File: src/rtl/alu_op_sequencer.sv
// ============================================================================
// alu_op_sequencer : byte-stream command sequencer driving the 8-bit add/sub ALU
// Optional macro ALU_SEQ_SAT_EN : signed saturation of overflowed results
// Revision 1.0 : initial release
// ============================================================================
`default_nettype none

module alu_op_sequencer #(
  parameter int TIMEOUT_CYC = 255,
  parameter int CNT_W       = 8
) (
  input  logic       clk,
  input  logic       rst_n,
  input  logic [7:0] in_data,
  input  logic       in_valid,
  output logic       in_ready,
  output logic [7:0] alu_first,
  output logic [7:0] alu_second,
  output logic       alu_add_sub_n,
  input  logic [7:0] alu_result,
  input  logic       alu_z,
  input  logic       alu_s,
  input  logic       alu_v,
  output logic [7:0] out_data,
  output logic [2:0] out_flags,
  output logic       out_valid,
  input  logic       out_ready,
  output logic       busy,
  output logic       err
);

  typedef enum logic [2:0] {
    IDLE  = 3'd0,
    GET_A = 3'd1,
    GET_B = 3'd2,
    EXEC  = 3'd3,
    RESP  = 3'd4
  } state_t;

  state_t     state;
  state_t     state_nx;
  logic       in_fire;
  logic       out_fire;
  logic       timeout;
  logic       err_nx;
  logic       opcode_ok;
  logic [7:0] exec_data;
  logic [2:0] exec_flags;

  assign in_ready  = (state == IDLE) || (state == GET_A) || (state == GET_B);
  assign busy      = (state != IDLE);
  assign out_valid = (state == RESP);
  assign in_fire   = in_valid && in_ready;
  assign out_fire  = out_valid && out_ready;
  assign opcode_ok = (in_data[7:1] == 7'd0);

  generate
    if (TIMEOUT_CYC != 0) begin : g_timeout
      logic [CNT_W-1:0] cnt;
      logic             waiting;

      assign waiting = (state == GET_A) || (state == GET_B);
      // An accepted byte wins over an expiring count, so no handshaken byte is lost.
      assign timeout = waiting && !in_fire && (cnt == CNT_W'(TIMEOUT_CYC));

      always_ff @(posedge clk or negedge rst_n) begin
        if (!rst_n) begin
          cnt <= '0;
        end else if (waiting && !in_fire && !timeout) begin
          cnt <= cnt + CNT_W'(1);
        end else begin
          cnt <= '0;
        end
      end
    end else begin : g_no_timeout
      assign timeout = 1'b0;
    end
  endgenerate

  always_comb begin
    state_nx = state;
    err_nx   = 1'b0;
    case (state)
      IDLE: begin
        if (in_fire) begin
          if (opcode_ok) state_nx = GET_A;
          else           err_nx   = 1'b1;
        end
      end
      GET_A: begin
        if (timeout) begin
          state_nx = IDLE;
          err_nx   = 1'b1;
        end else if (in_fire) begin
          state_nx = GET_B;
        end
      end
      GET_B: begin
        if (timeout) begin
          state_nx = IDLE;
          err_nx   = 1'b1;
        end else if (in_fire) begin
          state_nx = EXEC;
        end
      end
      EXEC:    state_nx = RESP;
      RESP:    if (out_fire) state_nx = IDLE;
      default: state_nx = IDLE;
    endcase
  end

`ifdef ALU_SEQ_SAT_EN
  // Wrapped sign bit is the inverse of the true sign when overflow occurred.
  always_comb begin
    exec_data  = alu_result;
    exec_flags = {alu_v, alu_s, alu_z};
    if (alu_v) begin
      exec_data  = alu_result[7] ? 8'h7F : 8'h80;
      exec_flags = {1'b1, exec_data[7], (exec_data == 8'h00)};
    end
  end
`else
  assign exec_data  = alu_result;
  assign exec_flags = {alu_v, alu_s, alu_z};
`endif

  always_ff @(posedge clk or negedge rst_n) begin
    if (!rst_n) begin
      state <= IDLE;
    end else begin
      state <= state_nx;
    end
  end

  always_ff @(posedge clk or negedge rst_n) begin
    if (!rst_n) begin
      alu_first     <= 8'h00;
      alu_second    <= 8'h00;
      alu_add_sub_n <= 1'b0;
      out_data      <= 8'h00;
      out_flags     <= 3'b000;
      err           <= 1'b0;
    end else begin
      err <= err_nx;
      if (in_fire && (state == IDLE) && opcode_ok) alu_add_sub_n <= in_data[0];
      if (in_fire && (state == GET_A))             alu_first     <= in_data;
      if (in_fire && (state == GET_B))             alu_second    <= in_data;
      if (state == EXEC) begin
        out_data  <= exec_data;
        out_flags <= exec_flags;
      end
    end
  end

endmodule

`default_nettype wire

File: config.mk
export PLATFORM = sky130hd
export DESIGN_NAME = alu_op_sequencer
export DESIGN_NICKNAME = d
export VERILOG_FILES = /design/src/rtl/alu_op_sequencer.sv
export SDC_FILE = /design/constraint.sdc
export NUM_CORES = 1
export LEC_CHECK = 0
export ABC_AREA = 1
export BUFFER_PORTS_ARGS = -buffer_cell sky130_fd_sc_hd__buf_2
export CELL_PAD_IN_SITES_DETAIL_PLACEMENT = 1
export CELL_PAD_IN_SITES_GLOBAL_PLACEMENT = 2
export CORE_MARGIN = 5
export CORE_UTILIZATION = 23
export CTS_CLUSTER_SIZE = 8
export DETAILED_ROUTE_END_ITERATION = 10
export GPL_TIMING_DRIVEN = 0
export PLACE_DENSITY = 0.59
export SETUP_SLACK_MARGIN = 0.05
export SYNTH_ARGS = -nofsm -noshare
export SYNTH_HDL_FRONTEND = slang
export SYNTH_SLANG_ARGS = --single-unit
File: constraint.sdc
create_clock -name clk -period 2.65 [get_ports clk]
set_input_delay 0.53 -clock clk [delete_from_list [all_inputs] [get_ports clk]]
set_output_delay 0.53 -clock clk [all_outputs]
set_load 0.02 [all_outputs]
==> metrics.md <==
| Metric | Value |
|---|---|
| Highest metal used | `met4` |
| # setup viols final | `0` |
| CTS sink cnt | `40` |
| Power per cell area | `858.6 nW/um^2` |
| CP Capture Type | `output port` |
| Met2 WL | `approximately 2100 um` |
| Final min period | `1.996 ns` |
| Clock Latency Late Sink | `approximately 0.30 ns` |
| Syn Inst Count | `approximately 180` |
| Worst ir drop on vdd | `approximately 0.00029 V` |
| Setup crit start kind | `flop` |
| Hold slack | `0.3761 ns` |
| Die area | `9758 sq um` |
| Post-synthesis instance area | `1813 sq um` |
| Setup TNS | `0 ns` |
| Top-level port count | `55` |
| Clock Skew | `0.007087 ns` |
| DRT antenna net count | `0` |
| Total congestion overflow | `0` |
| Largest net degree at the start of global routing | `about 40` |
| Commonest non-fill, non-tap cell in the layout | `buf_2` |
| Wire length on met3 | `294 um` |
| CP max-delay cell | `dfrtp_1` |
| Die Span Y | `between 90 and 100 um` |
| Number of hold buffers added after cts | `0` |
| Via count | `1,398` |
| P&R area growth vs syn | `26.78%` |
| Nets | `264` |
| Post-cts resize count | `0` |
| F_max | `501.1 MHz` |
| Ys Warns | `0` |
| Tcrit/Tclk final | `75.30%` |
| Port Buf Inserts | `54` |
| Routed wire length | `4419 um` |
| Final Hold Fails | `0` |
| Num rows | `32` |
| Design Area, Final | `about 2300 sq um` |
| CP max FO | `5` |
| FFs w/ async S/R, synth | `100.0%` |
| Setup WS pre-CTS | `0.9482 ns` |
| Pwr Total | `approximately 2 mW` |
| Initial antenna violation count | `0` |
| Commonest cells after routing, fill and taps aside | `buf_2, dfrtp_1, nand2_1, inv_1, nor2_1` |
| First-pass GRT wire length | `7659 um` |
| Placed Area | `2211 sq um` |
| Deepest clock path buffer count | `2` |
| Slowest cell delay on critical path | `0.46 ns` |
| Clk slew on worst S/H paths | `roughly 0.080 ns` |
| Synth Register Bits | `40` |
| GRT Util Overall | `9.853%` |
| Worst R2R Path Depth | `5` |
| Distinct cell type count after synthesis | `25` |
| Number of synthesized flops with an enable pin | `0` |
| Vias/cell | `4.076` |
| Core footprint | `slightly below 8000 sq um` |
| DR WL/cell | `12.88 um` |
| CTS tree | `yes` |
| Crit path DAT | `approximately 1.5 ns` |
| CP Class | `reg2out` |
| MaxCap Viol Count | `0` |
| Syn_area_per_cell | `10.13 sq um` |
| Filler cells | `929` |
| CTS Buf Count | `5` |
| Initial drt markers | `20` |
| DRC | `0` |
| Die W | `roughly 99 um` |
| Root Buffer | `clkbuf_8` |
| CP most frequent cell | `inv_1` |
| Finished Layout Cells | `343` |
| Status | `complete, no violations` |
| TritonRoute pass-1 iters | `4` |
| Placed cells | `about 340` |
| Final Core Density | `29.90%` |
| Mapped Nets | `203` |
| Leak pwr | `1.162 nW` |
| Fin worst setup slack | `0.6545 ns` |
| Diodes inserted | `0` |
| Worst-Margin Slew | `0.9412 ns` |
| Post-CTS Setup Bufs | `0` |
| Pins Over Slew Limit | `0` |
| Initial Utilization | `23.58%` |
| Critical path, cell by cell | `nor2_4, inv_1, nor2_1, inv_1, buf_2` |
| Layout cells sized above 1 | `42.74%` |
| Sequential share of the synthesized area | `~55%` |
| Vias in the first global route | `about 1,500` |
| Worst path required time | `2.12 ns` |
| Wire length on met1 | `1992 um` |
| Synth Flop Type | `dfrtp_1` |
| Unrepaired setup endpoints after global routing | `no` |
| H-tree lvl count | `2` |
| Slew margin rel. | `37.25%` |
| Hold WC Path Type | `in2async` |
| Gpl congestion | `0.6952` |
| DP HPWL | `3339 um` |
==> cells in the mapped netlist, types with 3 or more instances <==
| cell | n | area (sq um) |
|---|---|---|
| nand2_2 | 4 | 25.02 |
| inv_1 | 22 | 82.58 |
| nand2_1 | 37 | 138.9 |
| o21ai_0 | 3 | 15.01 |
| buf_6 | 3 | 33.78 |
| nor2_1 | 18 | 67.56 |
| nand3_1 | 8 | 40.04 |
| dfrtp_1 | 40 | 1001 |
| nor3b_1 | 3 | 22.52 |
| o21ai_2 | 16 | 140.1 |
| mux2_2 | 11 | 123.9 |
==> per-layer routing <==
metal	up-vias	global-route usage, %
met1	668	12.08
met5	-	0
li1	688	-
met2	33	15.75
met4	0	3.466
met3	9	3.822
==> where the power goes <==
group	internal, mW	switching, mW	leakage (nW)
Clock	0.184	0.228	0.0479
Combinational	0.260	0.452	0.598
Sequential	0.763	0.0861	0.517
==> critical path: cells and delay by family, from the launching register on <==
kind / cells / cell delay [ns]
simple gates: 2 / 0.39
buf+inv: 3 / 0.32
flops: 1 / 0.46
==> state kept, by name, indices dropped and copies added, names as in the netlist <==
name / cells
out_flags: 3
state: 3
alu_second: 8
out_data: 8
err: 1
alu_first: 8
alu_add_sub_n: 1
g_timeout.cnt: 8
==> final timing paths <==
check                                      start               end  slack (ns)
worst max register to register          state[0]               err        1.19
worst min register to register  g_timeout.cnt[0]  g_timeout.cnt[0]        0.46
worst min-delay path                       rst_n  g_timeout.cnt[7]        0.38
min in group clk                   alu_result[6]       out_data[6]        0.46
worst max-delay path                    state[0]              busy        0.65
max in group asynchronous                  rst_n     alu_second[6]        1.69
==> final cells by class <==
| cell class | count | area [sq um] | share of cell area (%) |
|---|---|---|---|
| timing repair buffer | 54 | 270.3 | 11.76 |
| inverter | 23 | 86.33 | 3.756 |
| clock inverter | 3 | 18.77 | 0.8166 |
| clock buffer | 5 | 68.82 | 2.994 |
| tap | 102 | 127.6 | 5.553 |
| sequential | 40 | 1001 | 43.55 |
| multi-input combinational | 113 | 691.9 | 30.10 |
| buffer | 3 | 33.78 | 1.470 |
==> kinds of logic after synthesis <==
family	count (synthesis)	share of synthesized area, %
simple gates	78	20.63
fa+ha+maj	1	0.6900
buf+inv	26	6.625
flops	40	55.21
xor+xnor	1	0.4832
mux	11	6.832
compound gates	22	9.523
No activity file was read; power rests on OpenSTA's default activity.
